**src/rtl/secded_pkg.sv**
```systemverilog
// Shared SECDED definitions: codeword layout helpers and the scrubber FSM state type.
// Stored word is {hamming[N:1], p0}; parity at powers of two, data fills the rest in ascending order.
package secded_pkg;

  localparam int P0_BIT = 0;

  typedef enum logic [2:0] {
    IDLE,
    RD_REQ,
    RD_WAIT,
    CHECK,
    WR,
    NEXT,
    DONE
  } state_e;

  // Smallest m with 2**m >= m + k + 1.
  function automatic int calc_m(input int k);
    int m;
    m = 1;
    while ((1 << m) < m + k + 1) m++;
    return m;
  endfunction

  function automatic logic is_pow2(input int p);
    return (p > 0) && ((p & (p - 1)) == 0);
  endfunction

  // Data bit index held at non-power-of-two position p.
  function automatic int data_idx(input int p);
    return p - 1 - $clog2(p + 1);
  endfunction

  // Positions 1..n whose index has bit i set (parity group i).
  function automatic logic [63:0] cover_mask(input int i, input int n);
    logic [63:0] m;
    m = '0;
    for (int p = 1; p <= n; p++)
      if (((p >> i) & 1) != 0) m = m | (64'(1) << p);
    return m;
  endfunction

endpackage

```
**src/rtl/hamming_dec.sv**
```systemverilog
// Combinational SECDED decoder: syndrome + overall parity classify the word and correct data.
module hamming_dec
  import secded_pkg::*;
#(
  parameter  int K = 8,
  localparam int M = calc_m(K),
  localparam int N = M + K
) (
  input  logic [N:0]   cw,
  output logic [K-1:0] data,
  output logic         sb_err,
  output logic         db_err
);

  localparam logic [M-1:0] NMAX = M'(N);

  logic [M-1:0] syn;
  logic         par;
  logic         fix;

  for (genvar i = 0; i < M; i++) begin : g_syn
    localparam logic [63:0] CM = cover_mask(i, N);
    assign syn[i] = ^(cw & CM[N:0]);
  end

  assign par = ^cw;

  // Odd parity with a syndrome past N cannot be a single flip, so it is classed double.
  assign sb_err = par && (syn <= NMAX);
  assign db_err = (!par && (syn != '0)) || (par && (syn > NMAX));
  assign fix    = par && (syn != '0) && (syn <= NMAX);

  for (genvar p = 1; p <= N; p++) begin : g_out
    if (!is_pow2(p)) begin : g_dat
      assign data[data_idx(p)] = cw[p] ^ (fix && (syn == M'(p)));
    end
  end

endmodule

```
**src/rtl/hamming_enc.sv**
```systemverilog
// Combinational SECDED encoder: places data, computes Hamming parity, then overall parity p0.
module hamming_enc
  import secded_pkg::*;
#(
  parameter  int K = 8,
  localparam int M = calc_m(K),
  localparam int N = M + K
) (
  input  logic [K-1:0] data,
  output logic [N:0]   cw
);

  logic [N:1] dv;
  logic [N:1] h;

  for (genvar p = 1; p <= N; p++) begin : g_pos
    if (is_pow2(p)) begin : g_par
      localparam logic [63:0] CM = cover_mask($clog2(p), N);
      assign dv[p] = 1'b0;
      assign h[p]  = ^(dv & CM[N:1]);
    end else begin : g_dat
      assign dv[p] = data[data_idx(p)];
      assign h[p]  = dv[p];
    end
  end

  assign cw[N:1]    = h;
  assign cw[P0_BIT] = ^h;

endmodule

```
**src/rtl/secded_scrubber.sv**
```systemverilog
// Walks 0..DEPTH-1 of a SECDED memory, rewrites single-bit errors and tallies double-bit errors.
module secded_scrubber
  import secded_pkg::*;
#(
  parameter  int K     = 8,
  parameter  int DEPTH = 16,
  parameter  int AW    = 4,
  parameter  int CW    = 8,
  localparam int M     = calc_m(K),
  localparam int N     = M + K
) (
  input  logic          clk_i,
  input  logic          rst_i,
  input  logic          start_i,
  output logic          busy_o,
  output logic          done_o,
  output logic          mem_req_o,
  output logic          mem_we_o,
  output logic [AW-1:0] mem_addr_o,
  output logic [N:0]    mem_wdata_o,
  input  logic          mem_gnt_i,
  input  logic          mem_rvalid_i,
  input  logic [N:0]    mem_rdata_i,
  output logic [CW-1:0] sb_cnt_o,
  output logic [CW-1:0] db_cnt_o,
  output logic          db_flag_o,
  output logic [AW-1:0] db_addr_o
);

  localparam logic [AW-1:0] LAST = AW'(DEPTH - 1);

  state_e         state, state_nxt;
  logic [AW-1:0]  ptr;
  logic [N:0]     rword;
  logic [N:0]     enc_cw;
  logic [K-1:0]   fix_data;
  logic           sb_err, db_err;

  hamming_dec #(.K(K)) u_dec (
    .cw     (rword),
    .data   (fix_data),
    .sb_err (sb_err),
    .db_err (db_err)
  );

  hamming_enc #(.K(K)) u_enc (
    .data (fix_data),
    .cw   (enc_cw)
  );

  always_ff @(posedge clk_i) begin
    if (rst_i) state <= IDLE;
    else       state <= state_nxt;
  end

  always_comb begin
    state_nxt = state;
    unique case (state)
      IDLE:    if (start_i)      state_nxt = RD_REQ;
      RD_REQ:  if (mem_gnt_i)    state_nxt = RD_WAIT;
      RD_WAIT: if (mem_rvalid_i) state_nxt = CHECK;
      CHECK:   state_nxt = sb_err ? WR : NEXT;
      WR:      if (mem_gnt_i)    state_nxt = NEXT;
      NEXT:    state_nxt = (ptr == LAST) ? DONE : RD_REQ;
      DONE:    state_nxt = IDLE;
      default: state_nxt = IDLE;
    endcase
  end

  always_comb begin
    busy_o    = (state != IDLE) && (state != DONE);
    done_o    = (state == DONE);
    mem_req_o = (state == RD_REQ) || (state == WR);
    mem_we_o  = (state == WR);
  end

  assign mem_addr_o = ptr;

  // Datapath; reset drops any in-flight write and ignores a late rvalid since state returns to IDLE.
  always_ff @(posedge clk_i) begin
    if (rst_i) begin
      ptr         <= '0;
      rword       <= '0;
      mem_wdata_o <= '0;
      sb_cnt_o    <= '0;
      db_cnt_o    <= '0;
      db_flag_o   <= 1'b0;
      db_addr_o   <= '0;
    end else begin
      unique case (state)
        IDLE: if (start_i) begin
          ptr       <= '0;
          sb_cnt_o  <= '0;
          db_cnt_o  <= '0;
          db_flag_o <= 1'b0;
          db_addr_o <= '0;
        end
        RD_WAIT: if (mem_rvalid_i) rword <= mem_rdata_i;
        CHECK: begin
          if (sb_err) begin
            if (sb_cnt_o != '1) sb_cnt_o <= sb_cnt_o + 1'b1;
            mem_wdata_o <= enc_cw;
          end
          if (db_err) begin
            if (db_cnt_o != '1) db_cnt_o <= db_cnt_o + 1'b1;
            if (!db_flag_o) begin
              db_flag_o <= 1'b1;
              db_addr_o <= ptr;
            end
          end
        end
        NEXT: if (ptr != LAST) ptr <= ptr + 1'b1;
        default: ;
      endcase
    end
  end

endmodule

```
**config.mk**
```make
export PLATFORM = sky130hd
export DESIGN_NAME = secded_scrubber
export DESIGN_NICKNAME = d
export VERILOG_FILES = /design/src/rtl/secded_pkg.sv /design/src/rtl/hamming_dec.sv /design/src/rtl/hamming_enc.sv /design/src/rtl/secded_scrubber.sv
export SDC_FILE = /design/constraint.sdc
export NUM_CORES = 1
export LEC_CHECK = 0
export CORE_MARGIN = 4
export CORE_UTILIZATION = 60
export CTS_BUF_LIST = sky130_fd_sc_hd__clkbuf_4 sky130_fd_sc_hd__clkbuf_8
export DETAILED_ROUTE_END_ITERATION = 8
export DONT_BUFFER_PORTS = 1
export PLACE_DENSITY = 0.74
export SETUP_SLACK_MARGIN = 0.4
export SYNTH_ARGS = -nofsm -noshare
export SYNTH_HDL_FRONTEND = slang
export SYNTH_SLANG_ARGS = --single-unit
export TNS_END_PERCENT = 100
```
**constraint.sdc**
```tcl
create_clock -name clk_i -period 4.6 [get_ports clk_i]
set_clock_uncertainty 0.15 [all_clocks]
set_input_delay 0.46 -clock clk_i [delete_from_list [all_inputs] [get_ports clk_i]]
set_output_delay 0.46 -clock clk_i [all_outputs]
set_load 0.02 [all_outputs]
```
# Yosys cells after proc, flatten, opt, wreduce, memory -nomap -nowiden
# Cells that the tools add are included.
[word_totals] out_inout_bits=42 elab_cells=113 ff_bits=54 input_bits=18
[op_classes] n_lt_le_gt_ge=2 n_bitwise=8 reduce_logical=40 add_sub_neg=3 muxes=23 n_eq_ne=29
[ops] cell="$reduce_xor A13 Y1" n=5
[ops] cell="$reduce_xor A12 Y1" n=5
[ops] cell="$mux W8" n=5
[ops] cell="$pmux W8 S2" n=2
[ops] cell="$eq A4 B4 Y1 const B" n=5
[ops] cell="$ne A2 B2 Y1 const B" n=9
[ops] cell="$pmux W3 S6" n=1
[ops] cell="$add A8 B1 Y8 const B" n=2
[ops] cell="$mux W4" n=4
[ops] cell="$ne A8 B8 Y1 const B" n=2
[ops] cell="$pmux W4 S2" n=2
[ops] cell="$reduce_and A4 Y1" n=4
[ops] cell="$mux W3" n=5
[ops] cell="$logic_and A1 B1 Y1" n=14
[ops] cell="$eq A4 B3 Y1 const B" n=3
[ops] cell="$eq A3 B3 Y1 const B" n=3
[ops] cell="$xor A1 B1 Y1" n=8
[ops] cell="$eq A3 B2 Y1 const B" n=2
[ops] cell="$reduce_and A3 Y1" n=2
[ops] cell="$add A4 B1 Y4 const B" n=1
[ops] cell="$eq A4 B2 Y1 const B" n=1
[ops] cell="$gt A4 B4 Y1 const B" n=1
[ops] cell="$le A4 B4 Y1 const B" n=1
[ops] cell="$ne A4 B4 Y1 const B" n=1
[ops] cell="12 further kinds" n=17

# Longest topological paths before layout
[logic_depth] ltp_word=8 ltp_mapped=10 ltp_nobuf=9

# By module
# Synthesis repeated with hierarchy kept, for this count alone.
[hier_totals] hier_cells=370 hier_area_um2=3165.5
[modules_own_cells] mod="secded_scrubber" n_inst=1 area_per_inst_um2=2422.3 cells_each=296
[modules_own_cells] mod="hamming_dec" n_inst=1 area_per_inst_um2=544.3 cells_each=55
[modules_own_cells] mod="hamming_enc" n_inst=1 area_per_inst_um2=198.9 cells_each=19

# Least setup slack after synthesis
# No wires, ideal clock.
[synth_path] path_kind="register -> register" from="reg rword[11]" to="reg mem_wdata_o[0]" path_slack_ps=1378 period_less_slack_ps=3222 path_stages_with_launch=10 arrival_ps=2947 setup_time_ps=126 path_cell_list="dfxtp_1 -> xnor2_4 -> xnor3_2 -> o41a_1 -> a221o_1 -> buf_6 -> xnor3_1 -> or4b_1 -> mux2i_1 -> nor4_1"
[synth_via] elab_chain_len=8 elab_cells_between_ends=39 cone_classes="order compare (1); eq/ne (8); bitwise (8); reduce/logical (22)"
[synth_lines] element="start: declaration" line_no="secded_scrubber.sv:34" text="logic [N:0] rword;"
[synth_lines] element="start signal: assignment" line_no="secded_scrubber.sv:98" text="RD_WAIT: if (mem_rvalid_i) rword <= mem_rdata_i;"
[synth_lines] element="parallel branches: the longest is 8 deep, another holds $le A4 B4 Y1"
[synth_lines] element="end signal: assignment" line_no="secded_scrubber.sv:102" text="mem_wdata_o <= enc_cw;"
[synth_lines] element="end: declaration" line_no="secded_scrubber.sv:20" text="output logic [N:0] mem_wdata_o,"
# Parallel ways; which one is timed is not known.
# A chain may end at the register's enable or synchronous reset.

# Final worst setup path
[layout_path] from="reg rword[7]" to="reg mem_wdata_o[0]"
# Same word-level chain as after synthesis.

==> results.cfg <==
[yosys]
synth_area_per_cell_um2 = 8.500
ys_seq_elements = 54
yosysWarnings = 0
netlist_area_um2 = 3128
synthCells = 368
synth_cell_type_count = 55
ys_seq_area_share_pct = 34.56
async_reset_ff_share_pct = 0
synth_nets = 389
synth_edf_count = 0
ys.flop_type = dfxtp_1

[floorplanning]
die_h_um = 80.21
start_util_pct = 61.64
ioPinCount = 60
rows = 26
core-area_um2 = 5075
die_area_um2 = 6433
die_w_um = 80.21

[drt]
wl_per_cell_um = 15.15
drcViolationCount = 0
antenna_left = 0
totalWireLength_um = 6467
via_per_inst = 5.855
drt_iter0_drc = 146
vias = 2500
dr.pass1.iters = 4

[placement]
place.gp.congestion = 0.8709
dpl.hpwl_um = 4769
postPlaceCellArea_um2 = 3138
portBuffers = 0

[sta]
fmax_ghz = 0.2913
fin_crit_sh_pct = 74.63
finalHoldViolations = 0
rsz0062_at_grt = no
setup_viol = 0
final_max_slew_viol_count = 0
tightest_slew_ns = 0.8635
min_period_ns = 3.433
relSlewSlack_pct = 41.99
tns_ns = 0

[critical_path]
crit_type = register to register
endpoint_kind = register
arrival_ns = 3.49
critPathLaunchType = register
path_max_fanout = 6
rrSetupSlack_ns = 1.17
worstPathRequired_ns = 4.65

[global_routing]
antenna_found_initial = 0
overflow = 0
grt_pass1_wl_um = 10400
first_global_vias = 2225
grt_max_degree = 38
grt_util_all_layers_pct = 20.16

[final_layout]
post-route-util_pct = 63.49
final_area_um2 = 3222
fill_cells = 473
n_antenna_cell = 0
final_nets = 378
drive_gt1_share_pct = 8.123
syn2layout_area_growth_pct = 3.000

[power_and_ir_drop]
ir_drop_mv = 0.1622
power_uw = 982.1
clkPwrFrac_pct = 26.6
p_leak_nw = 1.016
combPwrFrac_pct = 21.8
power_density_nw_per_um2 = 304.8
intPower_uw = 663.5
p_switching_uw = 318.6
sw_frac_of_total_pct = 32.44
p_seq_share_pct = 51.6

[clock_tree]
holdBufCountCts = 0
postCtsResizedCells = 0
cts.path.max_buffers = 2
htreeDepth = 2
root_buffer = clkbuf_8
clkTransAtPathRegs_ns = 0.09
clk_latency_ns = 0.31
cts.sinks = 54
cts_buffers = 5
cts_setup_buffers = 0
cts_tree = done

[job]
maxCapViolations = 0

[hold_path]
hold_class = primary input to register

[run_status]
outcome = complete, no violations
-- metal layers --
layer	vias to the layer above	wire [µm]	track usage (%)
li1	1255	-	-
met4	0	67	5.405
met5	-	0	0
met3	7	469	6.054
met2	71	2886	31.21
met1	1167	3043	27.27
-- cell families (layout without fill, tap and decap cells) --
group / Yosys count / in the layout / share of synthesized area [%]
and+or+nand+nor: 156 / 156 / 23.52
buffers and inverters: 25 / 14 / 3.560
AOI/OAI and AO/OA: 64 / 64 / 13.16
muxes: 11 / 11 / 3.600
xor gates and xnor gates: 55 / 55 / 20.40
adders and majority gates: 3 / 3 / 1.200
DFF: 54 / 54 / 34.56
-- cells in the mapped netlist (3+ instances only) --
cell type	n	area share (%)
a211oi_1	8	1.9
a21oi_1	32	5.1
clkbuf_1	15	1.8
dfxtp_1	54	35
ha_1	3	1.2
inv_1	5	0.60
mux2i_1	9	2.9
nand2_1	49	5.9
nand3_1	13	2.1
nand4_1	6	1.2
nor2_1	49	5.9
nor3_1	10	1.6
nor4_1	7	1.4
o21ai_0	9	1.4
or3_1	4	0.80
xnor2_1	37	10
xnor2_2	3	1.6
xnor3_2	3	2.3
xor2_1	6	1.7
-- layout make-up --
class / count / area [µm²] / area share (%)
clock inverters: 2 / 15.01 / 0.4660
repair buffers: 2 / 15.01 / 0.4660
flip-flops and latches: 54 / 1081 / 33.55
clock buffers: 5 / 68.82 / 2.136
inverters: 5 / 18.77 / 0.5825
well taps: 70 / 87.58 / 2.718
multi-input cells: 289 / 1936 / 60.08
-- power by group through the flow --
stage | combinational (mW) | clock (mW) | sequential [mW]
floorplan | 0.195 | 0 | 0.502
global placement | 0.207 | 0 | 0.517
detailed placement | 0.211 | 0 | 0.518
CTS | 0.212 | 0.267 | 0.507
global route | 0.234 | 0.281 | 0.510
finish | 0.214 | 0.261 | 0.507
-- final timing paths --
kind | cells after the start | start | endpoint
worst max-delay path | 8 | rword[7]$_SDFFE_PP0P_ | mem_wdata_o[0]$_SDFFE_PP0P_
worst min-delay path | 1 | rst_i | mem_wdata_o[11]$_SDFFE_PP0P_
worst max register to register | 8 | rword[7]$_SDFFE_PP0P_ | mem_wdata_o[0]$_SDFFE_PP0P_
worst min register to register | 2 | rword[4]$_SDFFE_PP0P_ | rword[4]$_SDFFE_PP0P_
-- per-stage QoR --
stage / hold slack, ns / std cells / setup slack [ns]
2_1_floorplan: 0.2988 / 368 / 1.378
3_3_place_gp: 0.3071 / 420 / 1.246
3_5_place_dp: 0.3102 / 420 / 1.182
4_1_cts: 0.05137 / 427 / 1.168
5_1_grt: 0.04542 / 427 / 1.034
6_report: 0.05584 / 427 / 1.167
-- critical path, cell delays in order (launching register included) --
cell and delay (ns):
dfxtp_1 0.58, xnor2_2 0.21, xnor3_2 0.46, o41a_1 0.44, a221o_1 0.38, xnor3_1 0.41, or4b_1 0.47, mux2i_1 0.15
nor4_1 0.07
-- flip-flops by register name, summed over array words and instances (netlist names) --
signal	flops
db_addr_o	4
db_flag_o	1
sb_cnt_o	8
mem_addr_o	4
mem_wdata_o	13
state	3
rword	13
db_cnt_o	8
-- cell usage in the layout, fill, tap and decap left out, types with 2 or more instances in the layout --
cell and count:
xor3_1 2, nor3_1 10, xor2_1 6, o21ai_0 9, clkinvlp_4 2, nand2b_1 2, a211oi_1 8, nor2_1 49
nand2_1 49, and4_1 2, nand3_1 13, a21oi_2 2, xnor2_1 37, inv_1 5, or3_1 4, mux2i_1 9
xnor3_2 3, a21oi_1 32, mux2_2 2, nor3b_1 2, nand4_1 6, ha_1 3, clkbuf_8 5, buf_4 2
dfxtp_1 54, xnor2_2 3, nor4b_1 2, xnor2_4 2, nor4_1 7
Power figures use the tool's default switching activity.
